$ cat config.mk
export PLATFORM = sky130hd
export DESIGN_NAME = mmult_axis_ctrl
export DESIGN_NICKNAME = d
export VERILOG_FILES = /design/src/rtl/mmult_pkg.sv /design/src/rtl/mmult_out_ser.sv /design/src/rtl/mmult_axis_ctrl.sv
export SDC_FILE = /design/constraint.sdc
export NUM_CORES = 1
export LEC_CHECK = 0
export CORE_MARGIN = 3
export CORE_UTILIZATION = 50
export CTS_CLUSTER_SIZE = 28
export DETAILED_ROUTE_END_ITERATION = 10
export GPL_ROUTABILITY_DRIVEN = 0
export PLACE_DENSITY = 0.9
export SETUP_SLACK_MARGIN = 0.5
export SKIP_CTS_REPAIR_TIMING = 1
export SYNTH_ARGS = -nofsm -noshare
export SYNTH_HDL_FRONTEND = slang
export SYNTH_SLANG_ARGS = --single-unit
$ cat constraint.sdc
create_clock -name aclk -period 3.65 [get_ports aclk]
set_clock_uncertainty 0.2 [all_clocks]
set_input_delay 0.73 -clock aclk [delete_from_list [all_inputs] [get_ports aclk]]
set_output_delay 0.73 -clock aclk [all_outputs]
set_load 0.1 [all_outputs]
$ cat src/rtl/mmult_pkg.sv
// Shared types and sizing helpers for the systolic-array stream controller.
package mmult_pkg;

    localparam int DEF_WIDTH = 8;
    localparam int DEF_N     = 4;

    typedef enum logic [1:0] {
        ST_LOAD_W  = 2'd0,
        ST_LOAD_A  = 2'd1,
        ST_COMPUTE = 2'd2,
        ST_SEND    = 2'd3
    } state_t;

    function automatic int cnt_w(input int n);
        return (n * n > 1) ? $clog2(n * n) : 1;
    endfunction

endpackage

$ cat src/rtl/mmult_out_ser.sv
// Captures one column-result vector and plays it out as an AXI-Stream packet.
module mmult_out_ser
    import mmult_pkg::*;
#(
    parameter int WIDTH = DEF_WIDTH,
    parameter int N     = DEF_N
) (
    input  logic               clk_i,
    input  logic               rst_ni,
    input  logic               load_i,
    input  logic [N*WIDTH-1:0] y_i,
    output logic [WIDTH-1:0]   tdata_o,
    output logic               tvalid_o,
    input  logic               tready_i,
    output logic               tlast_o,
    output logic               done_o
);

    localparam int JW = (N > 1) ? $clog2(N) : 1;

    logic [N*WIDTH-1:0] y_q;
    logic [JW-1:0]      j_q;
    logic [WIDTH-1:0]   tdata_q;
    logic               tvalid_q;
    logic               tlast_q;
    logic               m_hs;
    logic               j_last;

    assign m_hs   = tvalid_q && tready_i;
    assign j_last = (j_q == JW'(N - 1));

    // Output word and flags are registered so they stay frozen under backpressure.
    always_ff @(posedge clk_i or negedge rst_ni) begin
        if (!rst_ni) begin
            y_q      <= '0;
            j_q      <= '0;
            tdata_q  <= '0;
            tvalid_q <= 1'b0;
            tlast_q  <= 1'b0;
        end else if (load_i) begin
            y_q      <= y_i;
            j_q      <= '0;
            tdata_q  <= y_i[WIDTH-1:0];
            tvalid_q <= 1'b1;
            tlast_q  <= (N == 1);
        end else if (m_hs) begin
            if (j_last) begin
                j_q      <= '0;
                tvalid_q <= 1'b0;
                tlast_q  <= 1'b0;
            end else begin
                j_q     <= j_q + 1'b1;
                tdata_q <= y_q[(int'(j_q) + 1) * WIDTH +: WIDTH];
                tlast_q <= ((int'(j_q) + 1) == (N - 1));
            end
        end
    end

    assign tdata_o  = tdata_q;
    assign tvalid_o = tvalid_q;
    assign tlast_o  = tlast_q;
    assign done_o   = m_hs && j_last;

endmodule

$ cat src/rtl/mmult_axis_ctrl.sv
// AXI-Stream front end for an external combinational N x N weight-stationary array:
// loads weights and input vectors, drives the array, and streams column results back.
module mmult_axis_ctrl
    import mmult_pkg::*;
#(
    parameter int WIDTH = DEF_WIDTH,
    parameter int N     = DEF_N
) (
    input  logic                 aclk,
    input  logic                 aresetn,
    input  logic [WIDTH-1:0]     s_axis_tdata,
    input  logic                 s_axis_tvalid,
    output logic                 s_axis_tready,
    input  logic                 s_axis_tlast,
    output logic [WIDTH-1:0]     m_axis_tdata,
    output logic                 m_axis_tvalid,
    input  logic                 m_axis_tready,
    output logic                 m_axis_tlast,
    input  logic                 reload_w,
    output logic [N*WIDTH-1:0]   a_vec,
    output logic [N*N*WIDTH-1:0] b_mat,
    input  logic [N*WIDTH-1:0]   y_vec,
    output logic                 err_tlast
);

    localparam int CW = cnt_w(N);
    localparam int NW = N * N;

    state_t               state_q;
    logic [CW-1:0]        cnt_q;
    logic [CW-1:0]        cnt_d;
    logic                 tready_q;
    logic                 pend_q;
    logic                 err_q;
    logic [N*WIDTH-1:0]   a_vec_q;
    logic [N*N*WIDTH-1:0] b_mat_q;

    logic s_hs;
    logic redirect;
    logic wmode;
    logic last_word;
    logic ser_load;
    logic ser_done;

    assign s_hs = s_axis_tvalid && tready_q;

    // A pending reload seen before the first vector word turns this packet into weights.
    assign redirect  = (state_q == ST_LOAD_A) && pend_q && (cnt_q == '0);
    assign wmode     = (state_q == ST_LOAD_W) || redirect;
    assign last_word = wmode ? (cnt_q == CW'(NW - 1)) : (cnt_q == CW'(N - 1));

    always_comb begin
        cnt_d = cnt_q;
        if (s_hs) begin
            cnt_d = last_word ? '0 : cnt_q + 1'b1;
        end
    end

    always_ff @(posedge aclk or negedge aresetn) begin
        if (!aresetn) begin
            state_q  <= ST_LOAD_W;
            cnt_q    <= '0;
            tready_q <= 1'b1;
            pend_q   <= 1'b0;
            err_q    <= 1'b0;
            a_vec_q  <= '0;
            b_mat_q  <= '0;
        end else begin
            cnt_q <= cnt_d;
            if (s_hs && (s_axis_tlast != last_word)) begin
                err_q <= 1'b1;
            end
            if (s_hs && wmode) begin
                b_mat_q[int'(cnt_q) * WIDTH +: WIDTH] <= s_axis_tdata;
            end
            if (s_hs && !wmode) begin
                a_vec_q[int'(cnt_q) * WIDTH +: WIDTH] <= s_axis_tdata;
            end
            if (reload_w) begin
                pend_q <= 1'b1;
            end

            case (state_q)
                ST_LOAD_W: begin
                    if (s_hs && last_word) begin
                        state_q <= ST_LOAD_A;
                    end
                end
                ST_LOAD_A: begin
                    if (redirect) begin
                        pend_q  <= 1'b0;
                        state_q <= (s_hs && last_word) ? ST_LOAD_A : ST_LOAD_W;
                    end else if (s_hs && last_word) begin
                        state_q  <= ST_COMPUTE;
                        tready_q <= 1'b0;
                    end
                end
                ST_COMPUTE: begin
                    state_q <= ST_SEND;
                end
                ST_SEND: begin
                    // A reload requested during this vector takes effect as it finishes.
                    if (ser_done) begin
                        tready_q <= 1'b1;
                        if (pend_q || reload_w) begin
                            pend_q  <= 1'b0;
                            state_q <= ST_LOAD_W;
                        end else begin
                            state_q <= ST_LOAD_A;
                        end
                    end
                end
                default: begin
                    state_q <= ST_LOAD_W;
                end
            endcase
        end
    end

    assign ser_load = (state_q == ST_COMPUTE);

    mmult_out_ser #(
        .WIDTH (WIDTH),
        .N     (N)
    ) u_out_ser (
        .clk_i    (aclk),
        .rst_ni   (aresetn),
        .load_i   (ser_load),
        .y_i      (y_vec),
        .tdata_o  (m_axis_tdata),
        .tvalid_o (m_axis_tvalid),
        .tready_i (m_axis_tready),
        .tlast_o  (m_axis_tlast),
        .done_o   (ser_done)
    );

    assign s_axis_tready = tready_q;
    assign a_vec         = a_vec_q;
    assign b_mat         = b_mat_q;
    assign err_tlast     = err_q;

endmodule

# After elaboration in Yosys (flattened, before gate mapping)
# Cells that the tools add are included.
op_classes:
  n_eq_ne: 14
  n_reduce_logical: 21
  add_sub_neg: 4
  n_mux: 32
  n_shift: 5
ops:
  columns: ["op", "count"]
  rows:
  - ["$bwmux 128", 1]
  - ["$shift 8x33->128 const A", 1]
  - ["$shiftx 8x33->128", 1]
  - ["$neg 7->33", 1]
  - ["$shift 8x33->32 const A", 1]
  - ["$shiftx 8x33->32", 1]
  - ["$bwmux 32", 1]
  - ["$eq 32x3->1 const B", 1]
  - ["$shiftx 32x32->8", 1]
  - ["$mux 8", 3]
  - ["$mux 1", 16]
  - ["$mux 2", 7]
  - ["$logic_and 1x1->1", 9]
  - ["$pmux 2 s4", 1]
  - ["$eq 2x2->1 const B", 3]
  - ["$ne 2x2->1 const B", 3]
  - ["$reduce_bool 2->1", 3]
  - ["$add 4x1->4 const B", 1]
  - ["$eq 4x2->1 const B", 1]
  - ["$eq 4x4->1 const B", 1]
  - ["$logic_not 4->1", 1]
  - ["$mux 4", 1]
  - ["$ne 2x1->1 const B", 2]
  - ["$pmux 1 s2", 2]
  - ["other kinds (11)", 13]
totals:
  regBits: 213

# Depth between registers and ports, before layout
# Gate-level depths: netlist of the first run.
depth:
  ltp_word: 9
  ltp_mapped: 10

# By module
# Synthesis of the first run repeated with hierarchy kept, for this count alone.
unflattened:
  hier_cells: 714
  area_unflattened_um2: 9238.9
by_module_without_submodules:
  columns: ["module", "seq_area_each_um2", "area_per_inst_um2", "cells_per_inst", "instances"]
  rows:
  - ["mmult_axis_ctrl", 4230.3, 7509.7, 597, 1]
  - ["mmult_out_ser", 900.9, 1729.2, 117, 1]

# Worst setup path before layout of the first run
# OpenSTA, ideal clock, no wires.
synth_path:
  path_kind: "reg2reg"
  start: "register cnt_q[0]"
  end: "register b_mat_q[0], in the netlist b_mat[0]"
  path_slack_ns: 0.657
  arrival_time_ns: 2.665
  setup_ns: 0.128
  path_stages_with_launch: 11
  path_cell_list: "dfrtp_1 clkbuf_1 clkbuf_1 or3_1 inv_1 ha_1 nor3_2 nor3b_1 and4_1 buf_4 mux2_1"
synth_via:
  elab_chain_len: 4
synth_lines:
  columns: ["element", "line", "text"]
  rows:
  - ["from (decl)", "mmult_axis_ctrl.sv:30", "logic [CW-1:0] cnt_q;"]
  - ["from (signal assigned)", "mmult_axis_ctrl.sv:69", "cnt_q <= cnt_d;"]
  - ["parallel branches: the longest is 4 deep, another holds $neg 7->33", null, null]
  - ["to (signal, indexed assignment)", "mmult_axis_ctrl.sv:74", "b_mat_q[int'(cnt_q) * WIDTH +: WIDTH] <= s_axis_tdata;"]
  - ["to (decl)", "mmult_axis_ctrl.sv:36", "logic [N*N*WIDTH-1:0] b_mat_q;"]
# Parallel ways; which one is timed is not known.
# A chain may end at the register's enable or synchronous reset.

# Final worst setup path of the first run
layout_path:
  start: "register cnt_q[1]"
  end: "register b_mat_q[86], in the netlist b_mat[86]"
# The elaborated chain is that of the path after synthesis.

==> results of run 1 <==
==> per-stage QoR <==
step / setup WS, ns / power, mW / cell area, sq um / utilization (%) / hold WS (ns)
floorplan: 0.657 / 2.36 / 8830 / - / 0.234
global placement: 0.657 / 2.48 / 11100 / 65.4 / 0.255
detailed placement: 0.540 / 2.48 / 11100 / 65.4 / 0.261
CTS: 0.511 / 4.54 / 11700 / 69.3 / 0.0870
global route: 0.518 / 4.65 / 11800 / 69.4 / 0.104
finish: 0.559 / 4.50 / 11800 / 69.4 / 0.0660
==> registers in the layout (all words and copies together), names as in the netlist, named ones only <==
| signal | flops |
|---|---|
| a_vec | 32 |
| b_mat | 128 |
| cnt_q | 4 |
| err_tlast | 1 |
| pend_q | 1 |
| s_axis_tready | 1 |
| state_q | 1 |
| u_out_ser.j_q | 2 |
| u_out_ser.tdata_o | 8 |
| u_out_ser.tlast_o | 1 |
| u_out_ser.tvalid_o | 1 |
| u_out_ser.y_q | 24 |
==> layout by cell type (no fill, tap or decap), types with 3 or more instances in the layout <==
master and n:
a21oi_1 6, a221oi_1 6, and2_0 11, and2_1 7
and3_1 8, and4bb_2 3, buf_4 71, clkbuf_1 4
clkbuf_16 21, clkbuf_8 6, clkdlybuf4s50_1 156, dfrtp_1 204
ha_1 5, inv_1 21, mux2_1 9, mux2_2 123
mux2_4 8, mux2i_1 19, nand2_1 128, nand2b_1 3
nand3_1 7, nand3_2 3, nand4_4 4, nor2_1 15
nor2_2 4, nor3_1 3, o211ai_1 3, o21ai_0 28
or2_2 3, or3_1 3
==> layer usage <==
layer	vias up	global-route usage [%]	part of all wire, %
met1	3169	30.9	40
met5	-	0	0
met2	284	38.6	50
met3	47	5.14	8.0
li1	2882	-	-
met4	0	6.28	2.3
==> critical path, delay by kind of cell (launching register included) <==
| kind | cells | cell delay (ns) |
|---|---|---|
| multiplexers | 1 | 0.40 |
| adder cells (fa/ha/maj) | 1 | 0.40 |
| flip-flops | 1 | 0.45 |
| buffers and inverters | 1 | 0.07 |
| AND/OR/NAND/NOR | 4 | 1.43 |
==> layout make-up <==
cell class                      instances  area [sq um]
Fill cell                            1189          5180
Timing Repair Buffer                  229          2130
Clock buffer                           30           609
Inverter                               22          82.6
Clock inverter                          3          43.8
Multi-Input combinational cell        449          3480
Tap cell                              220           275
Sequential cell                       205          5130
==> worst min path at each step <==
| stage | slack (ns) | cells after the start | endpoint | from |
|---|---|---|---|---|
| floorplan | 0.23 | 0 | asynchronous set/reset pin | aresetn |
| global placement | 0.25 | 2 | u_out_ser.y_q[10] | u_out_ser.y_q[10] |
| detailed placement | 0.26 | 2 | u_out_ser.y_q[11] | u_out_ser.y_q[11] |
| CTS | 0.09 | 1 | b_mat[49] | aresetn |
| global route | 0.10 | 1 | b_mat[49] | aresetn |
| finish | 0.07 | 1 | b_mat[18] | aresetn |
==> cell families (layout without fill, tap and decap cells) <==
| family | after synthesis | in the layout | share of synthesized area [%] |
|---|---|---|---|
| AND/OR/NAND/NOR | 224 | 224 | 13.5 |
| flip-flops | 205 | 205 | 58.1 |
| AO/OA/AOI/OAI | 58 | 58 | 4.15 |
| adder cells (fa/ha/maj) | 6 | 6 | 0.850 |
| multiplexers | 159 | 159 | 20.4 |
| buffers and inverters | 52 | 284 | 2.59 |
| XOR/XNOR | 2 | 2 | 0.411 |
==> power groups by stage <==
stage                     registers, mW  logic, mW  clock network [mW]
after floorplan                    2.34     0.0106                   0
after global placement             2.32      0.157                   0
after detailed placement           2.32      0.158                   0
after CTS                          2.28      0.159                2.10
after global routing               2.28      0.170                2.20
final                              2.28      0.155                2.07
==> metrics.txt, run 1 <==
post-route setup TNS=0 ns; Area Growth Syn to Fin=33.1%; CTS tree=done; library cells used by synthesis=61; drt drc=0; Clock Tree Root=clkbuf_16; max_cap viols=0; Die X=about 140 um; first-pass GRT wire length=36400 um; area of the mapped netlist=around 0.0088 sq mm; final WL=22600 um; Slew headroom=30.5%; I/O Pins=~220; CTS sink cnt=about 200; CP endpoint kind=flip-flop; Max Buffers Root-to-Sink=3; Lkg Pwr=5.67 nW; Post-synth top cells=dfrtp_1, nand2_1, mux2_2; Worst Tran Pin Value=slightly above 1 ns; peak supply drop=0.000274 V; Hold Fails Final Rpt=0; Syn Nets=around 760; core area=approximately 0.017 sq mm; WP data required=about 3.8 ns; most frequent cell after synthesis=dfrtp_1; Iteration-0 DRC Markers=~370; Worst R2R Start=cnt_q[1]; CTS buffer count=21; port buffer count=217; CP Launch Point=cnt_q[1]; vias in the first global route=6481; Worst Path Max Fanout=15; initial antenna violation count=0; htree depth=1; Slowest-stage cell, CP=nor2_2; yosys warns=0; Net Sw Frac=between 20% and 30%; final cell count without fillers=roughly 1200; full die area=0.0193 sq mm; ant diodes=0; critical path endpoint=b_mat[86]; fmax=0.324 GHz; RSZ-0062 raised after global routing=false; Vias=roughly 6400; vias per std cell=5.51; Final Critical Period=3.09 ns; final setup fails=0; Cells after DPL=~1100; clock power share=45.9%; hpwl dp=16100 um; startpoint types=flip-flop; R2R Path End=b_mat[86]; Post-Syn Area per Cell=12.5 sq um; crit-path max cell delay=roughly 0.46 ns; Clock Latency Late Sink=about 0.5 ns; chip height=approximately 140 um; Post-synth EDFFs=0; R2R setup slack=approximately 0.56 ns; Cells after Synth=between 700 and 800; WL/cell=roughly 20 um; Initial Utilization=a little over half; pwr dens=roughly 380 mW/mm^2; fin nets=between 900 and 1000; Final period util=about 85%; worst min path class=input pin to asynchronous set/reset pin; first-pass detailed-route iteration total=5; arrival time worst endpoint=3.26 ns; post-route ant nets=0; share of cells above drive strength 1=approximately 28%; GRT Overall Usage=between 20 and 25%; Post-synth top flop=dfrtp_1; crit path cell chain=or3_1, inv_1, ha_1, and2b_1, nand3_1, nor2_2, mux2_2; flops & latches, synth=~210; cell internal pwr=roughly 3.6 mW; Post-synth ARST share=100%; post-synth top area share=57.8%; Seq/Total Area, Yosys=about three fifths; Yosys top cell by area=dfrtp_1; largest net degree at the start of global routing=80; Seq pwr share=around 51%; P_sw=0.947 mW; Worst Reg2Reg Path Length in Cells=7; status=completed; Crit Path Category=flip-flop to flip-flop; Slew Viols, Final=0; total grt overflow=0; Combinational Power Share=roughly 3.5%; Synth area leaders=dfrtp_1, mux2_2, nand2_1, mux2i_1, o21ai_0; num rows=between 40 and 50; clock slew at reported path FFs=roughly 0.060 ns
(Power assumes the default switching activity.)
==> run 2, diff against run 1 <==
- clock period: 3.65 -> 3.19 ns (I/O delays scaled with it)
==> metrics.txt, run 2 (synthesis gave the netlist of run 1 again) <==
status=completed (unchanged); post-route setup TNS=0 ns (unchanged); Area Growth Syn to Fin=33.0% (was 33.1%); commonest non-fill, non-tap cell in the layout=dfrtp_1 (unchanged); clock slew at reported path FFs=0.06 ns (about the same); Final period util=82.2% (was 84.7%); Placed Area=0.0110 sq mm (was 0.0111 sq mm); final setup fails=0 (unchanged); cell internal pwr=4.06 mW (was 3.55 mW); num rows=47 (unchanged); P_sw=1.11 mW (was 0.947 mW); most frequent cells in the layout=dfrtp_1, buf_4, nand2_1 (was dfrtp_1, clkdlybuf4s50_1, nand2_1); WP data required=3.36 ns (was 3.82 ns); full die area=0.0193 sq mm (unchanged); Worst Tran Pin Value=0.658 ns (was 1.04 ns); crit-path max cell delay=0.45 ns (was 0.46 ns); Final Critical Period=2.62 ns (was 3.09 ns); peak supply drop=0.000376 V (was 0.000274 V); Iteration-0 DRC Markers=386 (was 368); CTS sink cnt=205 (unchanged); total power=5.18 mW (was 4.50 mW); largest net degree at the start of global routing=70 (was 80); first-pass detailed-route iteration total=5 (unchanged); chip height=139 um (unchanged); CP endpoint kind=flip-flop (unchanged); Combinational Power Share=3.5% (about the same); max reg flops=128 (unchanged); CTS buffer count=22 (was 21); fmax=0.381 GHz (was 0.324 GHz); Initial Utilization=52.1% (unchanged); hpwl dp=16600 um (was 16100 um); Crit Path Category=flip-flop to flip-flop (unchanged); Vias=6450 (was 6382); pwr dens=441 mW/mm^2 (was 383 mW/mm^2); htree depth=1 (unchanged); worst min path class=flip-flop to flip-flop (was input pin to asynchronous set/reset pin); total grt overflow=0 (unchanged); WP buf/inv=1 (unchanged); max_cap viols=0 (unchanged); arrival time worst endpoint=2.80 ns (was 3.26 ns); vias in the first global route=6718 (was 6481); area of the multi-input gates=0.00356 sq mm (was 0.00348 sq mm); share of cells above drive strength 1=41.7% (was 27.9%); final WL=23500 um (was 22600 um); I/O Pins=218 (unchanged); CP Depth=7 (unchanged); Worst Reg2Reg Path Length in Cells=7 (unchanged); clock power share=46.1% (was 45.9%); RSZ-0062 raised after global routing=false (unchanged); Max Buffers Root-to-Sink=3 (unchanged); WL/cell=19.9 um (was 19.5 um); Clock Tree Root=clkbuf_16 (unchanged); fin util=69.3% (was 69.4%); GRT Overall Usage=23.9% (was 23.1%); Net Sw Frac=21.5% (was 21.1%); core area=0.0169 sq mm (unchanged); Seq pwr share=50.4% (was 50.6%); Hold Fails Final Rpt=0 (unchanged); post-route cell area=0.0117 sq mm (was 0.0118 sq mm); Lkg Pwr=5.95 nW (was 5.67 nW); Slew headroom=55.7% (was 30.5%); post-route ant nets=0 (unchanged); port buffer count=217 (unchanged); first-pass GRT wire length=37600 um (was 36400 um); fin nets=998 (was 980); Clock Latency Late Sink=0.49 ns (was 0.50 ns); ant diodes=0 (unchanged); drt drc=0 (unchanged); Die X=139 um (unchanged); CTS tree=done (unchanged); crit path cell chain=or3_4, inv_2, ha_4, nor2_2, nand3_2, nor2_4, mux2_2 (was or3_1, inv_1, ha_1, and2b_1, nand3_1, nor2_2, mux2_2); Worst Path Max Fanout=15 (unchanged); Slowest-stage cell, CP=dfrtp_2 (was nor2_2); fillers=1147 (was 1189); initial antenna violation count=0 (unchanged); Slew Viols, Final=0 (unchanged); startpoint types=flip-flop (unchanged); vias per std cell=5.47 (was 5.51); Sequential cell area=0.00513 sq mm (about the same); Largest delay share family, worst path=simple AND/OR/NAND/NOR gates (unchanged); Hold Crit Depth=2
run 2: cell types whose count changed in the layout (fill, tap and decap cells not counted), sizes merged:
cell,previous run,this run
dlygate4sd3,0,1
clkinv,2,3
clkinvlp,0,1
clkbuf,31,35
bufinv,1,0
clkdlybuf4s50,156,44
buf,72,200
run 2: metal layers:
layer | up-vias | share of wire, % | wire length [um] | GRT usage [%]
met5 | - | 0 | 0 | 0
met4 | 0 | 2.4 | 561 | 7.21
met3 | 43 | 7.2 | 1700 | 5.00
met2 | 258 | 51 | 11900 | 40.9
met1 | 3229 | 40 | 9270 | 30.9
li1 | 2920 | - | - | -
run 2: area by class of cell:
class / instances / share of cell area (%)
Sequential cell: 205 / 43.7
Multi-Input combinational cell: 449 / 30.3
Timing Repair Buffer: 246 / 17.2
Clock buffer: 34 / 5.51
Tap cell: 220 / 2.34
Inverter: 22 / 0.703
Clock inverter: 4 / 0.224
run 2: path summary, 6_finish.rpt:
path | from | to | slack [ns]
min | u_out_ser.y_q[15] | u_out_ser.y_q[15] | 0.27
min reg2reg | u_out_ser.y_q[15] | u_out_ser.y_q[15] | 0.27
max reg2reg | cnt_q[1] | b_mat[102] | 0.57
max | cnt_q[1] | b_mat[102] | 0.57
min in group asynchronous | aresetn | b_mat[8] | 0.53
max in group asynchronous | aresetn | cnt_q[2] | 1.49
run 2: per-stage QoR:
stage / setup WS, ns / hold WS, ns / instances
finish: 0.567 / 0.269 / 1180
global route: 0.507 / 0.302 / 1180
CTS: 0.339 / -0.0326 / 1173
detailed placement: 0.305 / 0.260 / 1135
floorplan: 0.481 / 0.142 / 706
global placement: 0.392 / 0.254 / 1135
run 2: worst register-to-register path, cell delays in order (launching register included):
cell,delay (ns)
dfrtp_2,0.45
or3_4,0.40
inv_2,0.07
ha_4,0.24
nor2_2,0.23
nand3_2,0.18
nor2_4,0.34
mux2_2,0.38
run 2: power groups by stage:
stage,clock [mW],sequential (mW),combinational [mW]
global route,2.54,2.61,0.199
detailed placement,0,2.65,0.185
floorplan,0,2.68,0.0121
global placement,0,2.65,0.183
finish,2.39,2.61,0.183
CTS,2.43,2.61,0.186
==> run 3, diff against run 2 <==
- clock period: 3.19 -> 2.6 ns (I/O delays scaled with it)
==> metrics.txt, run 3 (synthesis gave the netlist of run 1 again) <==
Area Growth Syn to Fin=40.1% (was 33.0%); max reg flops=128 (unchanged); Die X=139 um (unchanged); Worst Hold Margin=0.273 ns (was 0.269 ns); commonest non-fill, non-tap cell in the layout=buf_4 (was dfrtp_1); pwr dens=525 mW/mm^2 (was 441 mW/mm^2); Worst Reg2Reg Path Length in Cells=9 (was 7); Slowest-stage cell, CP=dfrtp_1 (was dfrtp_2); I/O Pins=218 (unchanged); hpwl dp=17000 um (was 16600 um); Final Critical Period=2.58 ns (was 2.62 ns); fin nets=1032 (was 998); Lkg Pwr=6.22 nW (was 5.95 nW); Initial Utilization=52.1% (unchanged); CTS sink cnt=205 (unchanged); port buffer count=217 (unchanged); crit-path max cell delay=0.41 ns (was 0.45 ns); RSZ-0062 raised after global routing=true (was false); Iteration-0 DRC Markers=339 (was 386); crit path cell chain=or3_4, inv_4, ha_4, buf_4, nor2_4, nand3_4, nor2_4, buf_6, mux2_2 (was or3_4, inv_2, ha_4, nor2_2, nand3_2, nor2_4, mux2_2); total power=6.49 mW (was 5.18 mW); arrival time worst endpoint=2.74 ns (was 2.80 ns); peak supply drop=0.000424 V (was 0.000376 V); fillers=1102 (was 1147); startpoint types=flip-flop (unchanged); WP data required=2.77 ns (was 3.36 ns); Final period util=99.1% (was 82.2%); most frequent cells in the layout=buf_4, dfrtp_1, nand2_1 (was dfrtp_1, buf_4, nand2_1); Worst R2R Start=cnt_q[1] (unchanged); most used cell, CP=nor2_4; WL/cell=20.2 um (was 19.9 um); largest net degree at the start of global routing=80 (was 70); critical path endpoint=b_mat[91] (was b_mat[102]); CP Launch Point=cnt_q[1] (unchanged); first-pass detailed-route iteration total=5 (unchanged); Clock Latency Late Sink=0.49 ns (about the same); CTS buffer count=21 (was 22); final WL=24500 um (was 23500 um); CP endpoint kind=flip-flop (unchanged); initial antenna violation count=0 (unchanged); post-route ant nets=0 (unchanged); vias in the first global route=6590 (was 6718); CTS tree=done (unchanged); post-route setup TNS=0 ns (unchanged); final worst setup slack=0.0241 ns (was 0.567 ns); share of cells above drive strength 1=45.8% (was 41.7%); GRT Overall Usage=23.5% (was 23.9%); Slew Viols, Final=0 (unchanged); R2R Path End=b_mat[91] (was b_mat[102]); Post-Place Setup Slack=-0.0828 ns (was 0.305 ns); Max Buffers Root-to-Sink=3 (unchanged); Vias=6606 (was 6450); num rows=47 (unchanged); Clock Tree Root=clkbuf_16 (unchanged); max_cap viols=0 (unchanged); Hold Fails Final Rpt=0 (unchanged); total grt overflow=0 (unchanged); final setup fails=0 (unchanged); clock slew at reported path FFs=0.07 ns (was 0.06 ns); vias per std cell=5.46 (was 5.47); chip height=139 um (unchanged); Worst Path Max Fanout=10 (was 15); fmax=0.388 GHz (was 0.381 GHz); Worst Tran Pin Value=0.557 ns (was 0.658 ns); R2R setup slack=0.02 ns (was 0.57 ns); Slew headroom=62.7% (was 55.7%); full die area=0.0193 sq mm (unchanged); status=completed (unchanged); worst min path class=input pin to asynchronous set/reset pin (was flip-flop to flip-flop); ant diodes=0 (unchanged); Crit Path Category=flip-flop to flip-flop (unchanged); first-pass GRT wire length=36800 um (was 37600 um); core area=0.0169 sq mm (unchanged); drt drc=0 (unchanged); htree depth=1 (unchanged)
[run 3: cell count changes in the layout (fill, tap and decap cells not counted), moves of 5 or more]
cell / before / now
mux2_2: 123 / 87
mux2_4: 8 / 51
buf_4: 196 / 221
clkbuf_1: 8 / 3
buf_6: 0 / 6
mux2_1: 9 / 2
[run 3: final cells by class]
cell class | count | area (sq um) | share of cell area (%)
repair buffers | 281 | 2350 | 19.0
multi-input cells | 449 | 3820 | 30.9
clock inverters | 5 | 100 | 0.810
flip-flops and latches | 205 | 5140 | 41.6
inverters | 22 | 85.1 | 0.688
well taps | 220 | 275 | 2.23
clock buffers | 28 | 592 | 4.79
[run 3: per-stage QoR]
stage / util (%) / instance area, sq um / instances
after floorplan: - / 9090 / 706
after global routing: 73.0 / 12400 / 1210
final: 73.0 / 12400 / 1210
after CTS: 70.5 / 11900 / 1184
after global placement: 66.4 / 11200 / 1151
after detailed placement: 66.4 / 11200 / 1151
[run 3: how the worst min path moves through the flow]
stage,startpoint,to,slack [ns],depth (start not counted)
3_3_place_gp,aresetn,b_mat[112],0.21,1
2_1_floorplan,aresetn,asynchronous set/reset pin,0.02,0
6_report,aresetn,b_mat[112],0.27,2
4_1_cts,aresetn,u_out_ser.tlast_o,-0.31,1
5_1_grt,u_out_ser.y_q[8],u_out_ser.y_q[8],0.30,2
3_5_place_dp,aresetn,b_mat[112],0.21,1
[run 3: worst max-delay path, delay by kind of cell, from the launching register on]
kind,cells,cell delay (ns)
simple gates,4,0.88
flops,1,0.41
buf+inv,3,0.39
mux,1,0.34
fa+ha+maj,1,0.24
[run 3: where the power goes]
part / internal (mW) / total [mW] / switching [mW]
sequential: 3.19 / 3.20 / 0.00307
clock: 1.88 / 3.07 / 1.19
combinational: 0.0811 / 0.225 / 0.144
total: 5.15 / 6.49 / 1.34
[run 3: routing by layer]
metal / vias up / track usage (%) / routed length, um
met1: 3309 / 31.4 / 10100
met4: 0 / 8.39 / 798
met2: 257 / 39.0 / 12200
met5: - / 0 / 0
li1: 2977 / - / -
met3: 63 / 4.10 / 1350
